## src/rtl/hdmi_display_top.sv

```systemverilog
`default_nettype none
// ============================================================================
// Module      : hdmi_display_top
// Description : DVI/HDMI colour-bar source with TMDS encode and serialiser,
//               running entirely on the TMDS bit clock (pixel = sys_clk / 10).
// Revision    : 1.0 - initial release
// ============================================================================
module hdmi_display_top #(
    parameter int   H_ACTIVE = 640,
    parameter int   H_FP     = 16,
    parameter int   H_SYNC   = 96,
    parameter int   H_BP     = 48,
    parameter int   V_ACTIVE = 480,
    parameter int   V_FP     = 10,
    parameter int   V_SYNC   = 2,
    parameter int   V_BP     = 33,
    parameter logic SYNC_POL = 1'b0
) (
    input  logic sys_clk,
    input  logic sys_rst,
    output logic tmds_data_0_p,
    output logic tmds_data_0_n,
    output logic tmds_data_1_p,
    output logic tmds_data_1_n,
    output logic tmds_data_2_p,
    output logic tmds_data_2_n,
    output logic tmds_clk_p,
    output logic tmds_clk_n
);

    localparam int c_h_total = H_ACTIVE + H_FP + H_SYNC + H_BP;
    localparam int c_v_total = V_ACTIVE + V_FP + V_SYNC + V_BP;
    localparam int c_hw      = $clog2(c_h_total + 1);
    localparam int c_vw      = $clog2(c_v_total + 1);

    localparam logic [c_hw-1:0] c_h_last  = c_hw'(c_h_total - 1);
    localparam logic [c_hw-1:0] c_h_act   = c_hw'(H_ACTIVE);
    localparam logic [c_hw-1:0] c_h_ss    = c_hw'(H_ACTIVE + H_FP);
    localparam logic [c_hw-1:0] c_h_se    = c_hw'(H_ACTIVE + H_FP + H_SYNC);
    localparam logic [c_hw-1:0] c_h_bar_w = c_hw'(H_ACTIVE / 8);
    localparam logic [c_hw-1:0] c_h_one   = c_hw'(1);
    localparam logic [c_vw-1:0] c_v_last  = c_vw'(c_v_total - 1);
    localparam logic [c_vw-1:0] c_v_act   = c_vw'(V_ACTIVE);
    localparam logic [c_vw-1:0] c_v_ss    = c_vw'(V_ACTIVE + V_FP);
    localparam logic [c_vw-1:0] c_v_se    = c_vw'(V_ACTIVE + V_FP + V_SYNC);
    localparam logic [c_vw-1:0] c_v_one   = c_vw'(1);

    localparam logic [3:0] c_div_last  = 4'd9;
    localparam logic [9:0] c_clk_word  = 10'b0000011111;

    // Returns {new_disparity[4:0], tmds_word[9:0]} for one active pixel byte.
    function automatic logic [14:0] tmds_encode(input logic [7:0] d,
                                                input logic signed [4:0] disp);
        logic [8:0] q_m;
        logic [9:0] q_out;
        logic       use_xnor;
        int         n1d;
        int         n1q;
        int         n0q;
        int         acc;
        n1d = 0;
        for (int i = 0; i < 8; i++) if (d[i]) n1d++;
        use_xnor = (n1d > 4) || ((n1d == 4) && !d[0]);
        q_m = '0;
        q_m[0] = d[0];
        for (int i = 1; i < 8; i++)
            q_m[i] = use_xnor ? ~(q_m[i-1] ^ d[i]) : (q_m[i-1] ^ d[i]);
        q_m[8] = ~use_xnor;
        n1q = 0;
        for (int i = 0; i < 8; i++) if (q_m[i]) n1q++;
        n0q = 8 - n1q;
        acc = int'(disp);
        if ((acc == 0) || (n1q == n0q)) begin
            q_out = {~q_m[8], q_m[8], (q_m[8] ? q_m[7:0] : ~q_m[7:0])};
            acc   = q_m[8] ? acc + (n1q - n0q) : acc + (n0q - n1q);
        end else if (((acc > 0) && (n1q > n0q)) || ((acc < 0) && (n0q > n1q))) begin
            q_out = {1'b1, q_m[8], ~q_m[7:0]};
            acc   = acc + (q_m[8] ? 2 : 0) + (n0q - n1q);
        end else begin
            q_out = {1'b0, q_m[8], q_m[7:0]};
            acc   = acc - (q_m[8] ? 0 : 2) + (n1q - n0q);
        end
        return {5'(acc), q_out};
    endfunction

    function automatic logic [9:0] ctrl_word(input logic [1:0] c);
        logic [9:0] w;
        case (c)
            2'b00:   w = 10'h354;
            2'b01:   w = 10'h0AB;
            2'b10:   w = 10'h154;
            default: w = 10'h2AB;
        endcase
        return w;
    endfunction

    logic [3:0]       r_div;
    logic [c_hw-1:0]  r_h_cnt;
    logic [c_vw-1:0]  r_v_cnt;
    logic [2:0][9:0]  r_enc;
    logic [2:0][4:0]  r_disp;
    logic [2:0][9:0]  r_shift;
    logic [9:0]       r_clk_shift;

    logic             w_tick;
    logic             w_de;
    logic             w_hsync;
    logic             w_vsync;
    logic [2:0]       w_bar;
    logic [2:0][7:0]  w_data;
    logic [2:0][9:0]  w_ctrl_word;
    logic [2:0][9:0]  w_word_nxt;
    logic [2:0][4:0]  w_disp_nxt;

    assign w_tick  = (r_div == c_div_last);
    assign w_de    = (r_h_cnt < c_h_act) && (r_v_cnt < c_v_act);
    assign w_hsync = ((r_h_cnt >= c_h_ss) && (r_h_cnt < c_h_se)) ? SYNC_POL : ~SYNC_POL;
    assign w_vsync = ((r_v_cnt >= c_v_ss) && (r_v_cnt < c_v_se)) ? SYNC_POL : ~SYNC_POL;
    assign w_bar   = 3'(r_h_cnt / c_h_bar_w);

    // Bar order white..black makes each component a single inverted bar bit.
    always_comb begin
        w_data      = '0;
        w_ctrl_word = '0;
        w_word_nxt  = '0;
        w_disp_nxt  = '0;
        w_data[0]   = {8{~w_bar[0]}};
        w_data[1]   = {8{~w_bar[2]}};
        w_data[2]   = {8{~w_bar[1]}};
        w_ctrl_word[0] = ctrl_word({w_vsync, w_hsync});
        w_ctrl_word[1] = ctrl_word(2'b00);
        w_ctrl_word[2] = ctrl_word(2'b00);
        for (int i = 0; i < 3; i++)
            {w_disp_nxt[i], w_word_nxt[i]} = tmds_encode(w_data[i], $signed(r_disp[i]));
    end

    always_ff @(posedge sys_clk) begin
        if (sys_rst) begin
            r_div   <= '0;
            r_h_cnt <= '0;
            r_v_cnt <= '0;
        end else if (w_tick) begin
            r_div <= '0;
            if (r_h_cnt == c_h_last) begin
                r_h_cnt <= '0;
                r_v_cnt <= (r_v_cnt == c_v_last) ? '0 : r_v_cnt + c_v_one;
            end else begin
                r_h_cnt <= r_h_cnt + c_h_one;
            end
        end else begin
            r_div <= r_div + 4'd1;
        end
    end

    // Shift regs take the previous encoded word, giving a two-period latency.
    always_ff @(posedge sys_clk) begin
        if (sys_rst) begin
            r_enc       <= '0;
            r_disp      <= '0;
            r_shift     <= '0;
            r_clk_shift <= '0;
        end else if (w_tick) begin
            r_shift     <= r_enc;
            r_clk_shift <= c_clk_word;
            for (int i = 0; i < 3; i++) begin
                if (w_de) begin
                    r_enc[i]  <= w_word_nxt[i];
                    r_disp[i] <= w_disp_nxt[i];
                end else begin
                    r_enc[i]  <= w_ctrl_word[i];
                    r_disp[i] <= '0;
                end
            end
        end else begin
            for (int i = 0; i < 3; i++)
                r_shift[i] <= {1'b0, r_shift[i][9:1]};
            r_clk_shift <= {1'b0, r_clk_shift[9:1]};
        end
    end

    assign tmds_data_0_p = r_shift[0][0];
    assign tmds_data_0_n = ~r_shift[0][0];
    assign tmds_data_1_p = r_shift[1][0];
    assign tmds_data_1_n = ~r_shift[1][0];
    assign tmds_data_2_p = r_shift[2][0];
    assign tmds_data_2_n = ~r_shift[2][0];
    assign tmds_clk_p    = r_clk_shift[0];
    assign tmds_clk_n    = ~r_clk_shift[0];

endmodule
`default_nettype wire

```

## config.mk

```make
export PLATFORM = sky130hd
export DESIGN_NAME = hdmi_display_top
export DESIGN_NICKNAME = d
export VERILOG_FILES = /design/src/rtl/hdmi_display_top.sv
export SDC_FILE = /design/constraint.sdc
export NUM_CORES = 1
export LEC_CHECK = 0
export ABC_AREA = 1
export BUFFER_PORTS_ARGS = -buffer_cell sky130_fd_sc_hd__buf_2
export CORE_ASPECT_RATIO = 0.7
export CORE_MARGIN = 2
export CORE_UTILIZATION = 60
export DETAILED_ROUTE_END_ITERATION = 10
export PLACE_DENSITY = 0.87
export REMOVE_ABC_BUFFERS = 1
export SYNTH_ARGS = -nofsm -noshare
export SYNTH_HDL_FRONTEND = slang
export SYNTH_SLANG_ARGS = --single-unit
```

## constraint.sdc

```tcl
create_clock -name sys_clk -period 2.6 [get_ports sys_clk]
set_input_delay 0.26 -clock sys_clk [delete_from_list [all_inputs] [get_ports sys_clk]]
set_output_delay 0.26 -clock sys_clk [all_outputs]
set_load 0.05 [all_outputs]
```

Word level (Yosys, flattened, before mapping) --
Cells that the tools add are included.
Word-level totals: memories 0, bits in latches 0, memory bits (read-only) 0, input bits 2, register bits 108, logic and storage cells 300, output and inout port bits 8, memory bits (writable) 0
Operators by class: eq/ne operators 11, divide/modulo/power cells 1, reduce and logical (&&, ||, !) cells 28, bitwise logic cells 50, multiplexer cells 103, magnitude comparators 21, shift operators 0, multipliers 0, $add $sub $neg 69
Operators with widths (number):
- two-way mux 32 bit | 42
- adder 32 x 2 -> 32 bit, second input constant | 39
- > comparator 32 bit | 6
- two-way mux 10 bit | 11
- equality test 32 bit | 3
- equality test 32 x 4 -> 1 bit, second input constant | 3
- > comparator 32 x 4 -> 1 bit, second input constant | 3
- logical NOT 32 bit | 3
- subtractor 5 x 32 -> 32 bit, first input constant | 3
- two-way mux 5 bit | 13
- adder 5 bit | 12
- case mux 10 bit (3 select lines) | 1
- subtractor 5 bit | 6
- two-way mux 29 bit | 1
- inverter 1 bit | 29
- two-way mux 1 bit | 26
- two-way mux 8 bit | 3
- inverter 8 bit | 3
- adder 10 x 1 -> 10 bit, second input constant | 2
- equality test 10 bit, second input constant | 2
- < comparator 10 bit, second input constant | 2
- < comparator 10 x 9 -> 1 bit, second input constant | 2
- bitwise XOR 1 bit | 18
- adder 5 x 3 -> 5 bit | 3
- 16 further kinds | 47

Longest topological paths before layout --
Gate-level depths: netlist of the first run.
depth in word-level cells 46, depth in mapped cells 22

Worst setup path before layout of the first run --
No wires, ideal clock.
kind reg-to-reg, start register r_h_cnt[9], end register r_disp[3] in the netlist's numbering, cell stages (with the launch flop) 16, path slack 0.171 ns, library setup time 0.113 ns, path buffers 0, data arrival time 2.316 ns, cells stage by stage dfxtp_1 -> nand2_1 -> nor2_2 -> nor2_1 -> nand2_2 -> nor2_1 -> o21ai_1 -> o21ai_0 -> inv_2 -> nand2_4 -> ha_1 -> fa_1 -> xnor2_1 -> nand3_1 -> nand3_1 -> nand2_1
Between the ends: word-level cells in the longest chain between the ends 46
Ends and longest elaborated chain:
- start, declared | line 98 | logic [c_hw-1:0] r_h_cnt;
- start signal, assigned | line 148 | r_h_cnt <= r_h_cnt + c_h_one;
- branches (longest 45 deep; another with adder 32 x 2 -> 32 bit)
- two-way mux 5 bit * | line 166 | if (w_de) begin
- end signal, assigned by index | line 168 | r_disp[i] <= w_disp_nxt[i];
- end, declared | line 101 | logic [2:0][4:0] r_disp;
Every way passes the cells marked *. A chain may end at the register's enable or synchronous reset.

Worst setup path in the final report of the first run --
start register r_h_cnt[9], end register r_disp[4] in the netlist's numbering
Same word-level chain as after synthesis.

==> results of run 1 <==
stage by stage:
step / hold WS [ps] / TNS [ps]
after floorplan: 329 / -677
after global placement: 407 / 0
after detailed placement: 414 / -324
after CTS: 229 / -5.47
after global routing: 230 / -203
final: 231 / 0
critical path: cells and delay by family (launching register included):
| family | cells | cell delay (ps) |
|---|---|---|
| DFF | 1 | 400 |
| and+or+nand+nor | 20 | 1580 |
| adders and majority gates | 2 | 470 |
layout make-up:
cell class,instances,area [um2],area share (%)
Timing Repair Buffer,22,143,3.20
Clock buffer,9,124,2.78
Clock inverter,7,88.8,1.99
Sequential cell,86,1730,38.9
Inverter,67,254,5.70
Multi-Input combinational cell,340,2010,45.2
Tap cell,78,97.6,2.19
how the worst min path moves through the flow:
stage                                      to                   start  slack, ps
floorplan              r_enc[16]$_SDFFE_PP0P_                 sys_rst        330
global placement       r_shift[24]$_SDFF_PP0_  r_shift[25]$_SDFF_PP0_        410
detailed placement      r_shift[3]$_SDFF_PP0_   r_shift[4]$_SDFF_PP0_        410
CTS                 r_clk_shift[2]$_SDFF_PP0_                 sys_rst        230
global route        r_clk_shift[2]$_SDFF_PP0_                 sys_rst        230
finish              r_clk_shift[2]$_SDFF_PP0_                 sys_rst        230
per-layer routing:
metal / up-vias / part of all wire, %
li1: 1638 / -
met5: - / 0
met1: 1540 / 46
met4: 0 / 2.0
met2: 109 / 46
met3: 18 / 5.3
power by group through the flow:
stage	Sequential [mW]	Combinational, mW	Clock, mW
after floorplan	1.36	0.0236	0
after global placement	1.36	0.0372	0
after detailed placement	1.36	0.0380	0
after CTS	1.32	0.0378	1.02
after global routing	1.32	0.0440	1.07
final	1.32	0.0380	1.00
what timing repair did:
action | 4_1_cts | 5_1_grt
setup buffers | 0 | 9
pin swaps | 2 | 6
setup endpoints to repair | 3 | 6
resized for setup | 11 | 21
kinds of logic (layout without fill, tap and decap cells):
logic type,after synthesis,after routing
simple gates,233,233
flops,86,86
buf+inv,75,105
compound gates,60,60
fa+ha+maj,27,27
xor+xnor,20,20
sequential cells by signal, indices dropped and copies added (netlist names):
name and flops:
r_enc 12, r_v_cnt 10, r_h_cnt 10, r_shift 27
tmds_data_2_p 1, r_div 4, tmds_data_1_p 1, r_clk_shift 5
r_disp 15, tmds_data_0_p 1
layout by cell type (no fill, tap or decap), drive strengths merged:
cell | Yosys | layout
nand2 | 137 | 137
dfxtp | 86 | 86
inv | 67 | 71
nor2 | 51 | 51
o21ai | 33 | 33
ha | 24 | 24
nand3 | 22 | 22
buf | 1 | 22
xor2 | 16 | 16
a21oi | 12 | 12
clkbuf | 7 | 9
nor3 | 8 | 8
nand4 | 6 | 6
o22ai | 5 | 5
xnor2 | 4 | 4
nor3b | 4 | 4
a31oi | 4 | 4
nor4 | 3 | 3
fa | 3 | 3
nand3b | 2 | 2
o211ai | 2 | 2
o31ai | 1 | 1
a211oi | 1 | 1
a32oi | 1 | 1
a32o | 1 | 1
clkinv | 0 | 1
bufinv | 0 | 1
clkinvlp | 0 | 1
==> results_dict.tcl, run 1 <==
set metrics [dict create \
    status "finished, final reports clean" \
    required_ps 2870 \
    cts_buffer_depth 2 \
    cts_tree "built" \
    setup_viol_count_final 0 \
    use_met1_pct 31.2 \
    place_area_um2 4070 \
    overflow 0 \
    clkTransAtPathRegs_ps 100 \
    placementRows 24 \
    p_seq_share_pct 55.9 \
    power.density_nw_per_um2 531 \
    port_buffers 9 \
    end_kind "flip-flop" \
    switchingPower_mw 0.568 \
    synth_common_cells "nand2_1 (127), dfxtp_1 (86), inv_1 (65)" \
    synth_compound_area_share_pct 8.42 \
    ys_types 37 \
    r2r_cells 22 \
    drtPass1Iterations 7 \
    slew_viol_final 0 \
    grt_max_degree 37 \
    dieArea_um2 7210 \
    io_pins 10 \
    yosys.area_share.simple_pct 26.6 \
    max_clock_freq_ghz 0.390 \
    synth_enable_flop_cells 0 \
    leakage_nw 2.02 \
    initialDrtViolationCount 299 \
    hpwl_um 5550 \
    synth_mux_area_share_pct 0 \
    syn_inst 501 \
    intPower_mw 1.80 \
    num-fill-cells 477 \
    yosysTopAreaCell "dfxtp_1" \
    post-place-cells 584 \
    gp_congestion 0.911 \
    tightest_slew_ps 559 \
    ant_nets 0 \
    slew_headroom_pct 62.7 \
    synth.avg_cell_area_um2 7.83 \
    track_usage_pct 23.7 \
    use_met3_pct 6.05 \
    ys_seq_area_share_pct 43.9 \
    postLayoutCellArea_um2 4450 \
    cp-start-kind "flip-flop" \
    synth_fa_ha_area_share_pct 9.19 \
    cp_slowest_cell "dfxtp_4" \
    areaGrowthSynthToFinish_pct 13.6 \
    synth-warning-count 0 \
    cap_violations 0 \
    irDropWorstVdd_uv 237 \
    syn-cell-area_um2 3920 \
    synth.most_common_cell "nand2_1" \
    remaining_drc_errors 0 \
    wl_per_cell_um 13.8 \
    h-tree-depth 3 \
    start_util_pct 62.5 \
    min_delay_path_depth 2 \
    clock_power_share_pct 42.5 \
    totalPowerFinal_mw 2.36 \
    n_antenna_cell 0 \
    cp.arrival_ps 2840 \
    hold_path.class "primary input to flip-flop" \
    wl_um 8380 \
    skew_ps 8.13 \
    cts_made_buffers 9 \
    grt_antenna_before_repair 0 \
    reg2reg_from "r_h_cnt[9]$_SDFFE_PP0P_" \
    layout_setup_ws_ps 35.4 \
    postLayoutCoreUtil_pct 71.0 \
    clock-sinks 86 \
    cp_max_fo 5 \
    synth_xor_area_share_pct 4.66 \
    cts_root_buf "clkbuf_8" \
    ys_ff_latch 86 \
    pwr-share-comb_pct 1.6 \
    top_usage_layer "met2" \
    dpl_worst_slack_ps -125 \
    fp.dieW_um 101 \
    gr-usage-met2_pct 37.5 \
    holdBufCountCts 0 \
    crit_chain "nand2_2 -> nand2_2 -> nand2_2 -> nand2_2 -> nand2_4 -> nand2_4 -> nand2_2 -> nand3_2 -> nand2_2 -> nand2_4 -> nand2_4 -> nand2_4 -> nand2_4 -> ha_4 -> ha_1 -> nand3b_1 -> nand2_1 -> nand3_1 -> nand2_1 -> nand2_1 -> nand2_1 -> nand2_1" \
    timing.rr.end "r_disp[4]$_SDFFE_PP0P_" \
    drive_above_1_share_pct 15.1 \
    layout_min_cycle_time_ps 2560 \
    synth_top_family_by_area "simple AND/OR/NAND/NOR gates" \
    synth-main-ff-cell "dfxtp_1" \
    grt_pass1_vias 3006 \
    fp.dieH_um 71.6 \
    critical_path.max_stage_delay_ps 400 \
    synth_area_leaders "dfxtp_1 (44%), nand2_1 (12%), ha_1 (7.7%)" \
    worstSetupEndpoint "r_disp[4]$_SDFFE_PP0P_" \
    crit_start "r_h_cnt[9]$_SDFFE_PP0P_" \
    synthArstFlopShare_pct 0 \
    critPathKind "flip-flop to flip-flop" \
    hold_violations 0 \
    clock_latency_ps 370 \
    viasPerCell 5.43 \
    coreArea_um2 6280 \
    r2r_setup_slack_ps 40 \
    synth_top_area_share_pct 43.9 \
    num_vias 3305 \
    layout.nets 555 \
    final.period_utilization_pct 98.6 \
    grt_pass1_wl_um 13400 \
    fin_cells 609 \
    p_sw_share_pct 24.0 \
]
No activity file was read; power rests on OpenSTA's default activity.
==> run 2: changes to the inputs <==
- CORE_MARGIN: 2 -> default
- PLACE_DENSITY: 0.87 -> 0.77
==> run 2 against run 1 <==
Effect of this change: die area down 4.7%; sequential share of layout area increased by 0.71 points; non-clock buffer count is 3 lower; core utilization is 1.3 points lower; highest routed layer unchanged; critical path depth shrank 4; global-route usage rose by 1.0 points; sequential power hardly changed; clock power barely moved; flip-flop and latch count did not move; setup slack improved by 63 ps; register-to-register slack improved by 60 ps.
==> results_dict.tcl, run 2 (synthesis gave the netlist of run 1 again) <==
set metrics [dict create \
    status "finished, final reports clean" \
    grt_pass1_wl_um 13400 \
    clock_power_share_pct 41.6 \
    layout_min_cycle_time_ps 2500 \
    h-tree-depth 3 \
    clkTransAtPathRegs_ps 90 \
    areaGrowthSynthToFinish_pct 11.6 \
    port_buffers 9 \
    r2r_setup_slack_ps 100 \
    layout.nets 552 \
    num-fill-cells 485 \
    cap_violations 0 \
    p_seq_share_pct 56.8 \
    timing.rr.end "r_disp[3]$_SDFFE_PP0P_" \
    layout_common_cells "nand2_1 (123), dfxtp_1 (83), inv_1 (64)" \
    n_antenna_cell 0 \
    min_delay_path_depth 2 \
    hold_violations 0 \
    cts_root_buf "clkbuf_8" \
    grt_pass1_vias 2978 \
    clock-sinks 86 \
    io_pins 10 \
    whs_endpoint "r_v_cnt[7]$_SDFFE_PP0P_" \
    totalPowerFinal_mw 2.33 \
    required_ps 2870 \
    leakage_nw 1.99 \
    wl_um 7880 \
    reg2reg_from "r_h_cnt[9]$_SDFFE_PP0P_" \
    mostFrequentLayoutCell "nand2_1" \
    tightest_slew_ps 583 \
    wl_per_cell_um 13.0 \
    overflow 0 \
    drtPass1Iterations 4 \
    pwr-share-comb_pct 1.7 \
    fp.dieH_um 69.6 \
    gp_congestion 0.890 \
    p_sw_share_pct 23.3 \
    critPathKind "flip-flop to flip-flop" \
    end_kind "flip-flop" \
    drive_above_1_share_pct 13.6 \
    viasPerCell 5.30 \
    coreArea_um2 6280 \
    switchingPower_mw 0.542 \
    irDropWorstVdd_uv 264 \
    intPower_mw 1.79 \
    cts_buffer_depth 2 \
    cp.arrival_ps 2770 \
    cts_tree "built" \
    power.density_nw_per_um2 532 \
    r2r_cells 18 \
    max_clock_freq_ghz 0.400 \
    initialDrtViolationCount 272 \
    grt_max_degree 37 \
    holdBufCountCts 0 \
    layout_setup_ws_ps 98.3 \
    multi_input_area_um2 1960 \
    setup_viol_count_final 0 \
    largestRegisters "r_shift (27), r_disp (15), r_enc (12)" \
    placementRows 24 \
    skew_ps 7.99 \
    num_vias 3213 \
    cp_max_fo 7 \
    grt_antenna_before_repair 0 \
    start_util_pct 62.5 \
    final.period_utilization_pct 96.2 \
    worstHoldStart "sys_rst" \
    slew_viol_final 0 \
    hold_path.class "primary input to flip-flop" \
    slew_headroom_pct 61.1 \
    remaining_drc_errors 0 \
    place_area_um2 4070 \
    fp.dieW_um 98.6 \
    track_usage_pct 24.8 \
    largest_reg_flops 27 \
    clock_latency_ps 370 \
    dpl_worst_slack_ps -131 \
    ant_nets 0 \
    regArea_um2 1730 \
    regMostFlops "r_shift" \
    cp-start-kind "flip-flop" \
    cts_made_buffers 9 \
    postLayoutCellArea_um2 4370 \
    dieArea_um2 6870 \
    hpwl_um 5590 \
]
-- run 2: cell type report --
cell class	count	share of cell area, %
clock buffer	9	2.83
clock inverter	7	1.86
inverter	67	5.81
multi-input combinational	340	44.9
sequential	86	39.6
tap	78	2.23
timing repair buffer	19	2.75
-- run 2: critical path, cell delays in order (launching register included) --
cell     delay (ps)
dfxtp_4         390
nand2_2          80
nor2_2          140
nor2_2           80
nand2_2         100
nand2_2          60
nand2_1          80
nand3_2          90
nand2_2          80
nand2_4          70
nand2_2          80
nand2_4          60
nand2_4         100
ha_4            210
fa_1            380
xnor2_1         180
nand3_1          90
nand3_1          70
nand2_1          50
-- run 2: worst max-delay path by stage --
| stage | start | to | slack [ps] | cells past startpoint |
|---|---|---|---|---|
| after floorplan | r_div[1]$_SDFF_PP0_ | r_disp[7]$_SDFFE_PP0P_ | -60 | 7 |
| after global placement | r_h_cnt[8]$_SDFFE_PP0P_ | r_disp[3]$_SDFFE_PP0P_ | 20 | 17 |
| after detailed placement | r_h_cnt[9]$_SDFFE_PP0P_ | r_disp[4]$_SDFFE_PP0P_ | -130 | 18 |
| after CTS | r_h_cnt[9]$_SDFFE_PP0P_ | r_disp[4]$_SDFFE_PP0P_ | 1 | 21 |
| after global routing | r_h_cnt[6]$_SDFFE_PP0P_ | r_disp[4]$_SDFFE_PP0P_ | -70 | 20 |
| final | r_h_cnt[9]$_SDFFE_PP0P_ | r_disp[3]$_SDFFE_PP0P_ | 100 | 18 |
-- run 2: power by group through the flow --
stage	registers [mW]	logic (mW)	clock network, mW
after floorplan	1.36	0.0236	0
after global placement	1.36	0.0380	0
after detailed placement	1.36	0.0382	0
final	1.32	0.0384	0.967
after CTS	1.32	0.0383	0.981
after global routing	1.32	0.0441	1.05
-- run 2: timing repair --
item / 4_1_cts / 5_1_grt
endpoints found under the hold margin: 0 / 0
setup buffers: 0 / 6
gates resized for setup: 9 / 12
endpoints found under the setup margin: 3 / 4
pin swaps: 0 / 2
-- run 2: stage by stage --
stage	std cells	setup TNS (ps)	utilization (%)	hold WS [ps]
floorplan	493	-677	-	329
global placement	584	0	64.8	406
detailed placement	584	-279	64.8	411
CTS	600	0	68.3	238
global route	606	-131	69.7	237
finish	606	0	69.7	241
-- run 2: per-layer routing --
layer | track usage [%] | routed length (um) | vias up
met2 | 37.9 | 3380 | 76
met5 | 0 | 0 | -
met3 | 7.56 | 362 | 14
met4 | 7.79 | 142 | 0
li1 | - | - | 1635
met1 | 33.5 | 3990 | 1488
==> run 3: changes to the inputs <==
- ABC_AREA: 1 -> 0
==> run 3 against run 2 <==
Effect of this change: combinational power increased by 6.0%; clock skew grew 2.9 ps; critical path depth is 8 lower; clock power shrank 4.3%; synthesized cell count shrank 7.8%; maximum frequency shrank 0.20%; sequential power is essentially flat; worst hold slack gained 22 ps; flip-flop and latch count did not move.
==> results_dict.tcl, run 3 <==
set metrics [dict create \
    initialDrtViolationCount 176 \
    synth_enable_flop_cells 0 \
    wl_um 8080 \
    port_buffers 9 \
    tightest_slew_ps 816 \
    cp.arrival_ps 2780 \
    status "finished, final reports clean" \
    ys_types 51 \
    post-place-cells 549 \
    cts_tree "built" \
    end_kind "flip-flop" \
    cts_buffer_depth 2 \
    slew_headroom_pct 45.4 \
    cap_violations 0 \
    layout_min_cycle_time_ps 2510 \
    leakage_nw 1.73 \
    critPathKind "flip-flop to flip-flop" \
    r2r_cells 10 \
    num-fill-cells 515 \
    synth_top_area_share_pct 43.4 \
    setup_tns_ps 0 \
    whs_ps 263 \
    place_area_um2 4170 \
    synth_area_leaders "dfxtp_1 (43%), ha_1 (7.6%), nand2_1 (7.0%)" \
    start_util_pct 62.9 \
    p_seq_share_pct 57.8 \
    synth_common_cells "dfxtp_1 (86), nand2_1 (74), a21oi_1 (49)" \
    wl_per_cell_um 14.3 \
    switchingPower_mw 0.578 \
    clkTransAtPathRegs_ps 100 \
    layout_setup_ws_ps 93.4 \
    regMostFlops "r_shift" \
    cts_made_buffers 9 \
    grt_antenna_before_repair 0 \
    ys_seq_area_share_pct 43.4 \
    overflow 0 \
    syn-cell-area_um2 3960 \
    postLayoutCoreUtil_pct 69.7 \
    skew_ps 10.9 \
    totalPowerFinal_mw 2.29 \
    remaining_drc_errors 0 \
    syn_inst 462 \
    ant_nets 0 \
    pwr-share-comb_pct 1.8 \
    fin_cells 567 \
    irDropWorstVdd_uv 320 \
    clock_power_share_pct 40.4 \
    postLayoutCellArea_um2 4400 \
    timing.rr.end "r_disp[3]$_SDFFE_PP0P_" \
    fp.dieW_um 99.1 \
    cts_root_buf "clkbuf_8" \
    clock-sinks 86 \
    dpl_worst_slack_ps -20.1 \
    synth.most_common_cell "dfxtp_1" \
    clock_latency_ps 360 \
    synth-main-ff-cell "dfxtp_1" \
    cp_max_fo 5 \
    largestRegisters "r_shift (27), r_disp (15), r_enc (12)" \
    reg2reg_from "r_h_cnt[9]$_SDFFE_PP0P_" \
    placementRows 24 \
    drive_above_1_share_pct 12.5 \
    viasPerCell 5.62 \
    p_sw_share_pct 25.2 \
    h-tree-depth 3 \
    min_delay_path_depth 2 \
    max_clock_freq_ghz 0.399 \
    power.density_nw_per_um2 521 \
    grt_pass1_wl_um 13200 \
    r2r_setup_slack_ps 90 \
    yosysTopAreaCell "dfxtp_1" \
    drtPass1Iterations 6 \
    n_antenna_cell 0 \
    cp-start-kind "flip-flop" \
    synth.avg_cell_area_um2 8.58 \
    synthArstFlopShare_pct 0 \
    slew_viol_final 0 \
    gp_congestion 0.927 \
    layout_common_cells "dfxtp_1 (84), nand2_1 (74), a21oi_1 (49)" \
    grt_pass1_vias 2819 \
    fp.dieH_um 70.0 \
    worstHoldStart "sys_rst" \
    dieArea_um2 6940 \
    whs_endpoint "r_disp[6]$_SDFFE_PP0P_" \
    setup_viol_count_final 0 \
    hpwl_um 5510 \
    io_pins 10 \
    hold_path.class "primary input to flip-flop" \
    final.period_utilization_pct 96.4 \
    track_usage_pct 24.1 \
    num_vias 3188 \
    mostFrequentLayoutCell "dfxtp_1" \
    layout.nets 513 \
    ys_ff_latch 86 \
    intPower_mw 1.71 \
    largest_reg_flops 27 \
    hold_violations 0 \
    synth-warning-count 0 \
    required_ps 2870 \
    coreArea_um2 6310 \
    grt_max_degree 40 \
    areaGrowthSynthToFinish_pct 10.9 \
]
## run 3: worst max path at each step
stage	end	slack, ps	from
after floorplan	r_v_cnt[8]$_SDFFE_PP0P_	3	r_div[0]$_SDFF_PP0_
after global placement	r_disp[3]$_SDFFE_PP0P_	70	r_h_cnt[7]$_SDFFE_PP0P_
after detailed placement	r_disp[3]$_SDFFE_PP0P_	-20	r_h_cnt[7]$_SDFFE_PP0P_
after CTS	r_disp[3]$_SDFFE_PP0P_	20	r_h_cnt[8]$_SDFFE_PP0P_
after global routing	r_disp[3]$_SDFFE_PP0P_	-4	r_h_cnt[9]$_SDFFE_PP0P_
final	r_disp[3]$_SDFFE_PP0P_	90	r_h_cnt[9]$_SDFFE_PP0P_
## run 3: layout make-up
type	count	area, um2	area share, %
inverter	21	78.8	1.79
clock inverter	7	76.3	1.74
sequential	86	1720	39.2
clock buffer	9	124	2.82
multi-input combinational	336	2090	47.6
timing repair buffer	30	203	4.61
tap	78	97.6	2.22
## run 3: routing by layer
metal	part of all wire, %	track usage [%]	vias to the layer above
met5	0	0	-
met4	0.67	5.72	0
met3	6.2	7.81	8
met2	45	37.2	85
met1	49	32.7	1476
li1	-	-	1619
## run 3: kinds of logic (layout without fill, tap and decap cells)
| logic type | count (synthesis) | in the layout | share of synthesized area, % |
|---|---|---|---|
| AOI/OAI and AO/OA | 95 | 95 | 14.4 |
| adders and majority gates | 27 | 27 | 9.09 |
| xor gates and xnor gates | 24 | 24 | 5.49 |
| DFF | 86 | 86 | 43.4 |
| buffers and inverters | 40 | 67 | 4.04 |
| muxes | 6 | 6 | 1.55 |
| and+or+nand+nor | 184 | 184 | 22.0 |
## run 3: critical path: stages (launching register included)
cell and delay (ps):
dfxtp_1 350, buf_4 160, nand3b_1 120, o22ai_1 120, a221oi_2 270, o221ai_2 130, ha_1 350, fa_1 390
xor2_1 160, mux2i_1 90, a221oi_1 270
## run 3: power groups by stage
stage | Clock [mW] | Combinational (mW) | Sequential [mW]
after CTS | 0.948 | 0.0409 | 1.33
after global routing | 1.00 | 0.0459 | 1.33
after detailed placement | 0 | 0.0405 | 1.36
final | 0.925 | 0.0407 | 1.32
after floorplan | 0 | 0.0184 | 1.36
after global placement | 0 | 0.0386 | 1.36
## run 3: timing repair
item                       in CTS  in global routing
hold buffers                    0                  0
buffers inserted                0                  2
setup endpoints to repair       1                  5
pin swaps                       0                  2
resized for setup               2                  3
